### config.mk
export PLATFORM = sky130hd
export DESIGN_NAME = alu_issue_queue
export DESIGN_NICKNAME = d
export VERILOG_FILES = /design/src/rtl/alu_issue_queue.sv
export SDC_FILE = /design/constraint.sdc
export NUM_CORES = 1
export LEC_CHECK = 0
export CORE_MARGIN = 5
export CORE_UTILIZATION = 58
export DETAILED_ROUTE_END_ITERATION = 7
export PLACE_DENSITY = 0.92
export SYNTH_ARGS = -nofsm -noshare
export SYNTH_HDL_FRONTEND = slang
export SYNTH_SLANG_ARGS = --single-unit
### constraint.sdc
create_clock -name clk -period 5 [get_ports clk]
set_clock_uncertainty 0.15 [all_clocks]
set_input_delay 1 -clock clk [delete_from_list [all_inputs] [get_ports clk]]
set_output_delay 1 -clock clk [all_outputs]
set_load 0.1 [all_outputs]
### src/rtl/alu_issue_queue.sv
// rtl/alu_issue_queue.sv - in-order ALU command queue with invalid-opcode filtering
// Optional: define ALU_ISSUE_ERRCNT_EN to add the saturating err_count output.
module alu_issue_queue #(
    parameter int WIDTH = 8,
    parameter int DEPTH = 4
) (
    input  logic                     clk,
    input  logic                     rst_n,
    input  logic                     in_valid,
    output logic                     in_ready,
    input  logic [1:0]               in_op,
    input  logic [WIDTH-1:0]         in_x,
    input  logic [WIDTH-1:0]         in_z,
    output logic                     out_valid,
    input  logic                     out_ready,
    output logic [1:0]               alu_control,
    output logic [WIDTH-1:0]         x,
    output logic [WIDTH-1:0]         z,
    output logic                     err_pulse,
`ifdef ALU_ISSUE_ERRCNT_EN
    output logic [7:0]               err_count,
`endif
    output logic [$clog2(DEPTH):0]   count
);

    localparam int CNT_W  = $clog2(DEPTH) + 1;
    localparam int PTR_W  = $clog2(DEPTH);
    localparam int FIFO_D = DEPTH - 1;

    typedef struct packed {
        logic [1:0]       op;
        logic [WIDTH-1:0] x;
        logic [WIDTH-1:0] z;
    } cmd_t;

    cmd_t             mem [FIFO_D];
    logic [PTR_W-1:0] rd_ptr;
    logic [PTR_W-1:0] wr_ptr;

    logic accept;
    logic drop;
    logic push;
    logic pop;
    logic fifo_empty;
    logic bypass;
    logic fifo_wr;
    logic fifo_rd;
    logic [CNT_W-1:0] count_nxt;

    function automatic logic [PTR_W-1:0] ptr_inc(input logic [PTR_W-1:0] p);
        return (p == PTR_W'(FIFO_D - 1)) ? '0 : p + PTR_W'(1);
    endfunction

    // While out_valid is low the FIFO is always empty, so count alone tells FIFO occupancy.
    always_comb begin
        in_ready   = (count < CNT_W'(DEPTH));
        accept     = in_valid && in_ready;
        drop       = accept && (in_op == 2'd3);
        push       = accept && (in_op != 2'd3);
        pop        = out_valid && out_ready;
        fifo_empty = (count <= CNT_W'(1));
        bypass     = push && (!out_valid || (pop && fifo_empty));
        fifo_wr    = push && !bypass;
        fifo_rd    = pop && !fifo_empty;
        count_nxt  = count;
        if (push && !pop) begin
            count_nxt = count + CNT_W'(1);
        end else if (pop && !push) begin
            count_nxt = count - CNT_W'(1);
        end
    end

    always_ff @(posedge clk or negedge rst_n) begin
        if (!rst_n) begin
            out_valid   <= 1'b0;
            alu_control <= '0;
            x           <= '0;
            z           <= '0;
            err_pulse   <= 1'b0;
            count       <= '0;
            rd_ptr      <= '0;
            wr_ptr      <= '0;
        end else begin
            err_pulse <= drop;
            count     <= count_nxt;
            if (fifo_rd) begin
                out_valid   <= 1'b1;
                alu_control <= mem[rd_ptr].op;
                x           <= mem[rd_ptr].x;
                z           <= mem[rd_ptr].z;
                rd_ptr      <= ptr_inc(rd_ptr);
            end else if (bypass) begin
                out_valid   <= 1'b1;
                alu_control <= in_op;
                x           <= in_x;
                z           <= in_z;
            end else if (pop) begin
                out_valid <= 1'b0;
            end
            if (fifo_wr) begin
                wr_ptr <= ptr_inc(wr_ptr);
            end
        end
    end

    // Payload storage needs no reset: pointers and count define what is live.
    always_ff @(posedge clk) begin
        if (fifo_wr) begin
            mem[wr_ptr] <= '{op: in_op, x: in_x, z: in_z};
        end
    end

`ifdef ALU_ISSUE_ERRCNT_EN
    always_ff @(posedge clk or negedge rst_n) begin
        if (!rst_n) begin
            err_count <= '0;
        end else if (drop && (err_count != 8'hFF)) begin
            err_count <= err_count + 8'd1;
        end
    end
`endif

endmodule

==> results of run 1 <==
[routing by layer]
metal | track usage | routed length (um)
met1 | 0.242 | 2760
met2 | 0.343 | 3550
met3 | 0.0548 | 243
met4 | 0.0935 | 144
met5 | 0 | 0
[worst max-delay path, delay by kind of cell (launching register included)]
kind / cells / cell delay [ns]
buffers and inverters: 2 / 1.28
DFF: 1 / 0.46
[state kept, by name, indices dropped and copies added, names as in the netlist, 2 cells and up]
name and flops:
wr_ptr 2, x 8, rd_ptr 2, mem 54, count 3, z 8, alu_control 2
[cell families after synthesis]
| family | after synthesis |
|---|---|
| compound gates | 45 |
| xor+xnor | 3 |
| fa+ha+maj | 4 |
| buf+inv | 15 |
| flops | 81 |
| mux | 37 |
| simple gates | 34 |
[cell usage after synthesis]
cell | n | area share
nor3_1 | 1 | 0.0015
buf_12 | 1 | 0.0060
nand3_2 | 1 | 0.0030
nor3_2 | 1 | 0.0030
nor3b_1 | 2 | 0.0045
a21o_1 | 4 | 0.0091
buf_2 | 6 | 0.0091
inv_1 | 3 | 0.0034
nand2b_1 | 2 | 0.0038
dfrtp_1 | 27 | 0.20
nand2_1 | 4 | 0.0045
a21oi_1 | 19 | 0.029
nor3b_2 | 1 | 0.0038
nor2_1 | 20 | 0.023
xnor2_1 | 2 | 0.0053
buf_6 | 1 | 0.0034
o2111ai_2 | 1 | 0.0045
a211oi_1 | 18 | 0.041
o21bai_4 | 1 | 0.0057
mux2i_1 | 37 | 0.11
clkbuf_1 | 3 | 0.0034
edfxtp_1 | 54 | 0.49
buf_4 | 1 | 0.0023
ha_1 | 4 | 0.015
xor2_1 | 1 | 0.0026
nand3b_1 | 1 | 0.0023
o21ai_0 | 1 | 0.0015
o21ba_2 | 1 | 0.0030
nor2b_2 | 1 | 0.0026
[cell type report]
cell class              count  area [sq um]  area share
multi-input cells         123           932       0.232
inverters                   3          11.3     0.00280
repair buffers             49           480       0.120
flip-flops and latches     81          2300       0.571
clock buffers              14           174      0.0433
well taps                  72          90.1      0.0224
clock inverters             2          35.0     0.00871
[path summary, 6_finish.rpt]
check	startpoint	end	slack (ns)	cells past startpoint
max in group asynchronous	rst_n	wr_ptr[0]$_DFFE_PN0P_	3.54	2
worst min register to register	mem[2][7]$_DFFE_PP_	z[7]$_DFFE_PN0P_	0.37	2
min in group asynchronous	rst_n	rd_ptr[0]$_DFFE_PN0P_	0.89	2
worst max-delay path	count[2]$_DFFE_PN0P_	in_ready	1.76	2
worst max register to register	count[1]$_DFFE_PN0P_	mem[0][3]$_DFFE_PP_	2.37	6
worst min-delay path	mem[2][7]$_DFFE_PP_	z[7]$_DFFE_PN0P_	0.37	2
[power by group through the flow]
stage	clock (mW)	combinational, mW	sequential, mW
2_1_floorplan	0	0.00887	0.796
4_1_cts	0.501	0.112	0.727
3_3_place_gp	0	0.109	0.741
5_1_grt	0.533	0.116	0.728
3_5_place_dp	0	0.112	0.741
6_report	0.494	0.111	0.727
[stage by stage]
stage / util / setup WS [ns] / power [mW]
floorplan: - / 1.20 / 0.805
global placement: 0.688 / 1.78 / 0.850
detailed placement: 0.688 / 1.63 / 0.853
CTS: 0.726 / 1.74 / 1.34
global route: 0.726 / 1.67 / 1.38
finish: 0.726 / 1.76 / 1.33
==> impl_metrics.toml, run 1 <==
[run_status]
status = "finished, final reports clean"

[logic_synthesis]
yosysWarnings = 0
yosysSeqAreaShare = 0.693
syn_inst = 219
synth_fa_ha_area_frac = 0.0151
synth_fp_nets = 245
syn_area_sq_mm = 0.00332
synth_compound_area_frac = 0.0932
synthSimpleGateAreaFrac = 0.0517
avgSynthCellArea_sq_um = 15.1
synthDistinctLibCells = 29
synthMuxAreaShare = 0.112
ys_ff_latch = 81
synth_top_family_by_area = "multiplexers"
synth_xor_area_frac = 0.00792

[place]
dp_hpwl_mm = 4.21
place_congestion = 0.718
dp.cells = 328
dpl-instance-area_sq_mm = 0.00381
portBuffers = 45

[finish]
fin_cells = 344
layout_common_cells = "54 x edfxtp_1, 45 x clkdlybuf4s50_1, 37 x mux2i_1"
drive_gt1_frac = 0.0919
fin_nets = 293
stdcell_area_sq_mm = 0.00402
layout_commonest_cell = "edfxtp_1"
fillers = 344
area_delta_synth_final_pct = 21.2
antennaDiodeCount = 0

[drt]
ant_nets = 0
vias_per_cell = 5.78
vias = 1989
dr.first_iter.drc_count = 175
drc_errors = 0
totalWireLength_mm = 6.69
drt_pass1_iterations = 4
wl_per_cell_um = 19.5

[setup_path]
crit_path_start_kind = "flop"
crit_path_end_kind = "output port"
worstPathMaxFanout = 5
worstPathArrival_ns = 2.09
critPathKind = "reg -> out"
worstPathRequired_ns = 3.85
cp_cell_sequence = "inv_1 > clkdlybuf4s50_1"
cpPeakStageDelay_ns = 1.14
crit_slowest_cell = "clkdlybuf4s50_1"

[global_routing]
grt_max_degree = 42
grt_pass1_vias = 2157
grt_pass1_wl_mm = 11.1
grt_use_total = 0.202
antenna_found_initial = 0
grt-ovfl-total = 0

[clock_network]
cts_tree = "done"
cts.sinks = 81
numCtsBuffers = 9
hold_buffers = 0
cts_resized = 0
postCtsSetupBuffers = 0
worstSkewPairLatency_ns = 0.34
cts_buffer_depth = 2
cts_max_level = 3
clkTransAtPathRegs_ns = 0.07
cts-root-buf = "clkbuf_8"

[flow_run]
maxCapViolations = 0

[floorplanning]
start_util = 0.598
core_area_sq_mm = 0.00554
die_h_um = 85.6
die_area_sq_mm = 0.00733
row_count = 27
die_x_um = 85.6
io_pins = 46

[hold_path]
hold_path_class = "reg -> reg"

[sta]
finalHoldViolations = 0
finalCritPeriodShare = 0.647
rsz0062_at_grt = "no"
relSlewSlack = 0.125
slew_viol_final = 0
setup_viol = 0
timing.hold.ws_ns = 0.374
worst_pin_slew_ns = 1.31
clock.fmax_mhz = 309
tns_ns = 0
period_minus_slack_ns = 3.24

[pwr]
pwr-share-seq = 0.546
power_switching_mw = 0.301
p_leak_nw = 1.58
peakVddDrop_mv = 0.223
pwr-share-comb = 0.083
intPower_mw = 1.03
switching_share = 0.226
p_per_area_mw_per_mm2 = 331
pwr-share-clk = 0.371
Note: power is estimated with default switching activity, not from simulation.
==> inputs of run 2 (changes only) <==
Settings changed: CORE_UTILIZATION 58 to 49, PLACE_DENSITY 0.92 to 0.84.
Clock period 5 ns to 2.9 ns, I/O delays scaled along.
==> impl_metrics.toml, run 2 (same netlist as run 1, synthesis figures left out) <==
[clock_network]
worstSkewPairLatency_ns = 0.35
cts_resized = 0
cts.sinks = 81
cts-root-buf = "clkbuf_8"
cts_buffer_depth = 2
cts_tree = "done"
numCtsBuffers = 9
hold_buffers = 0
cts_max_level = 3
postCtsSetupBuffers = 0
clkTransAtPathRegs_ns = 0.08

[pwr]
peakVddDrop_mv = 0.376
total_power_mw = 2.27
p_per_area_mw_per_mm2 = 562
p_leak_nw = 1.65

[global_routing]
antenna_found_initial = 0
grt-ovfl-total = 0
grt_pass1_vias = 2068
grt_max_degree = 42
grt_pass1_wl_mm = 9.98
grt_use_total = 0.155

[sta]
relSlewSlack = 0.366
finalHoldViolations = 0
slew_viol_final = 0
tns_ns = 0
setup_viol = 0
rsz0062_at_grt = "no"
period_minus_slack_ns = 2.33
timing.hold.ws_ns = 0.381
clock.fmax_mhz = 430
finalCritPeriodShare = 0.802
worst_pin_slew_ns = 0.948

[setup_path]
critPathKind = "reg -> reg"
crit_path_end_kind = "flop"
worstPathRequired_ns = 2.81
worstPathArrival_ns = 2.23
worstPathMaxFanout = 8
crit_path_start_kind = "flop"

[place]
portBuffers = 45
dp_hpwl_mm = 4.21
place_congestion = 0.724

[finish]
largest_reg_flops = 54
largest_registers = "mem x54, x x8, z x8"
fin_nets = 300
area_delta_synth_final_pct = 21.8
antennaDiodeCount = 0
regMostFlops = "mem"
layout_common_cells = "54 x edfxtp_1, 37 x mux2i_1, 35 x buf_4"
drive_gt1_frac = 0.211
layout_commonest_cell = "edfxtp_1"

[drt]
totalWireLength_mm = 6.09
dr.first_iter.drc_count = 76
vias = 1943
ant_nets = 0
wl_per_cell_um = 17.0
vias_per_cell = 5.41
drc_errors = 0
drt_pass1_iterations = 4

[floorplanning]
core_area_sq_mm = 0.00668
row_count = 30
io_pins = 46
die_area_sq_mm = 0.00851
die_x_um = 92.3
die_h_um = 92.3
start_util = 0.496

[run_status]
status = "finished, final reports clean"

[hold_path]
hold_path_class = "reg -> reg"

[flow_run]
maxCapViolations = 0
run 2: final timing paths:
check	start	to	slack [ns]	cells after the start
setup / recovery	count[0]$_DFFE_PN0P_	mem[1][13]$_DFFE_PP_	0.57	5
hold / removal	mem[2][10]$_DFFE_PP_	x[2]$_DFFE_PN0P_	0.38	2
setup reg to reg	count[0]$_DFFE_PN0P_	mem[1][13]$_DFFE_PP_	0.57	5
hold reg to reg	mem[2][10]$_DFFE_PP_	x[2]$_DFFE_PN0P_	0.38	2
max in group asynchronous	rst_n	x[1]$_DFFE_PN0P_	1.51	2
min in group asynchronous	rst_n	wr_ptr[1]$_DFFE_PN0P_	0.48	1
run 2: final cells by class:
| type | count | area, sq um |
|---|---|---|
| fill | 521 | 2640 |
| sequential | 81 | 2300 |
| multi-input combinational | 123 | 951 |
| timing repair buffer | 56 | 473 |
| clock buffer | 12 | 155 |
| tap | 80 | 100 |
| clock inverter | 4 | 51.3 |
| inverter | 3 | 11.3 |
run 2: stage by stage:
step / worst slack, ns / std cells / util / area [sq um]
after global routing: 0.430 / 359 / 0.605 / 4040
after floorplan: 0.00842 / 219 / - / 3340
after detailed placement: 0.234 / 343 / 0.574 / 3830
after CTS: 0.527 / 359 / 0.605 / 4040
final: 0.573 / 359 / 0.605 / 4040
after global placement: 0.298 / 343 / 0.574 / 3830
run 2: per-layer routing:
metal / vias up / share of wire / routed length [um] / GRT usage
met2: 37 / 0.51 / 3080 / 0.260
met4: 0 / 0.022 / 131 / 0.0817
met3: 11 / 0.040 / 241 / 0.0320
li1: 934 / - / - / -
met1: 961 / 0.43 / 2640 / 0.186
met5: - / 0 / 0 / 0
run 2: worst max-delay path, stage by stage (launching register included):
cell       delay, ns
dfrtp_1         0.46
ha_1            0.23
o21ba_2         0.28
o2111ai_2       0.28
nor3b_4         0.40
buf_4           0.24
run 2: report_power, final:
group	leakage (nW)	total [mW]	internal (mW)	switching [mW]
Clock	0.103	0.833	0.445	0.388
Sequential	0.841	1.25	1.25	0.00691
Combinational	0.702	0.186	0.0532	0.133
Total	1.65	2.27	1.74	0.528
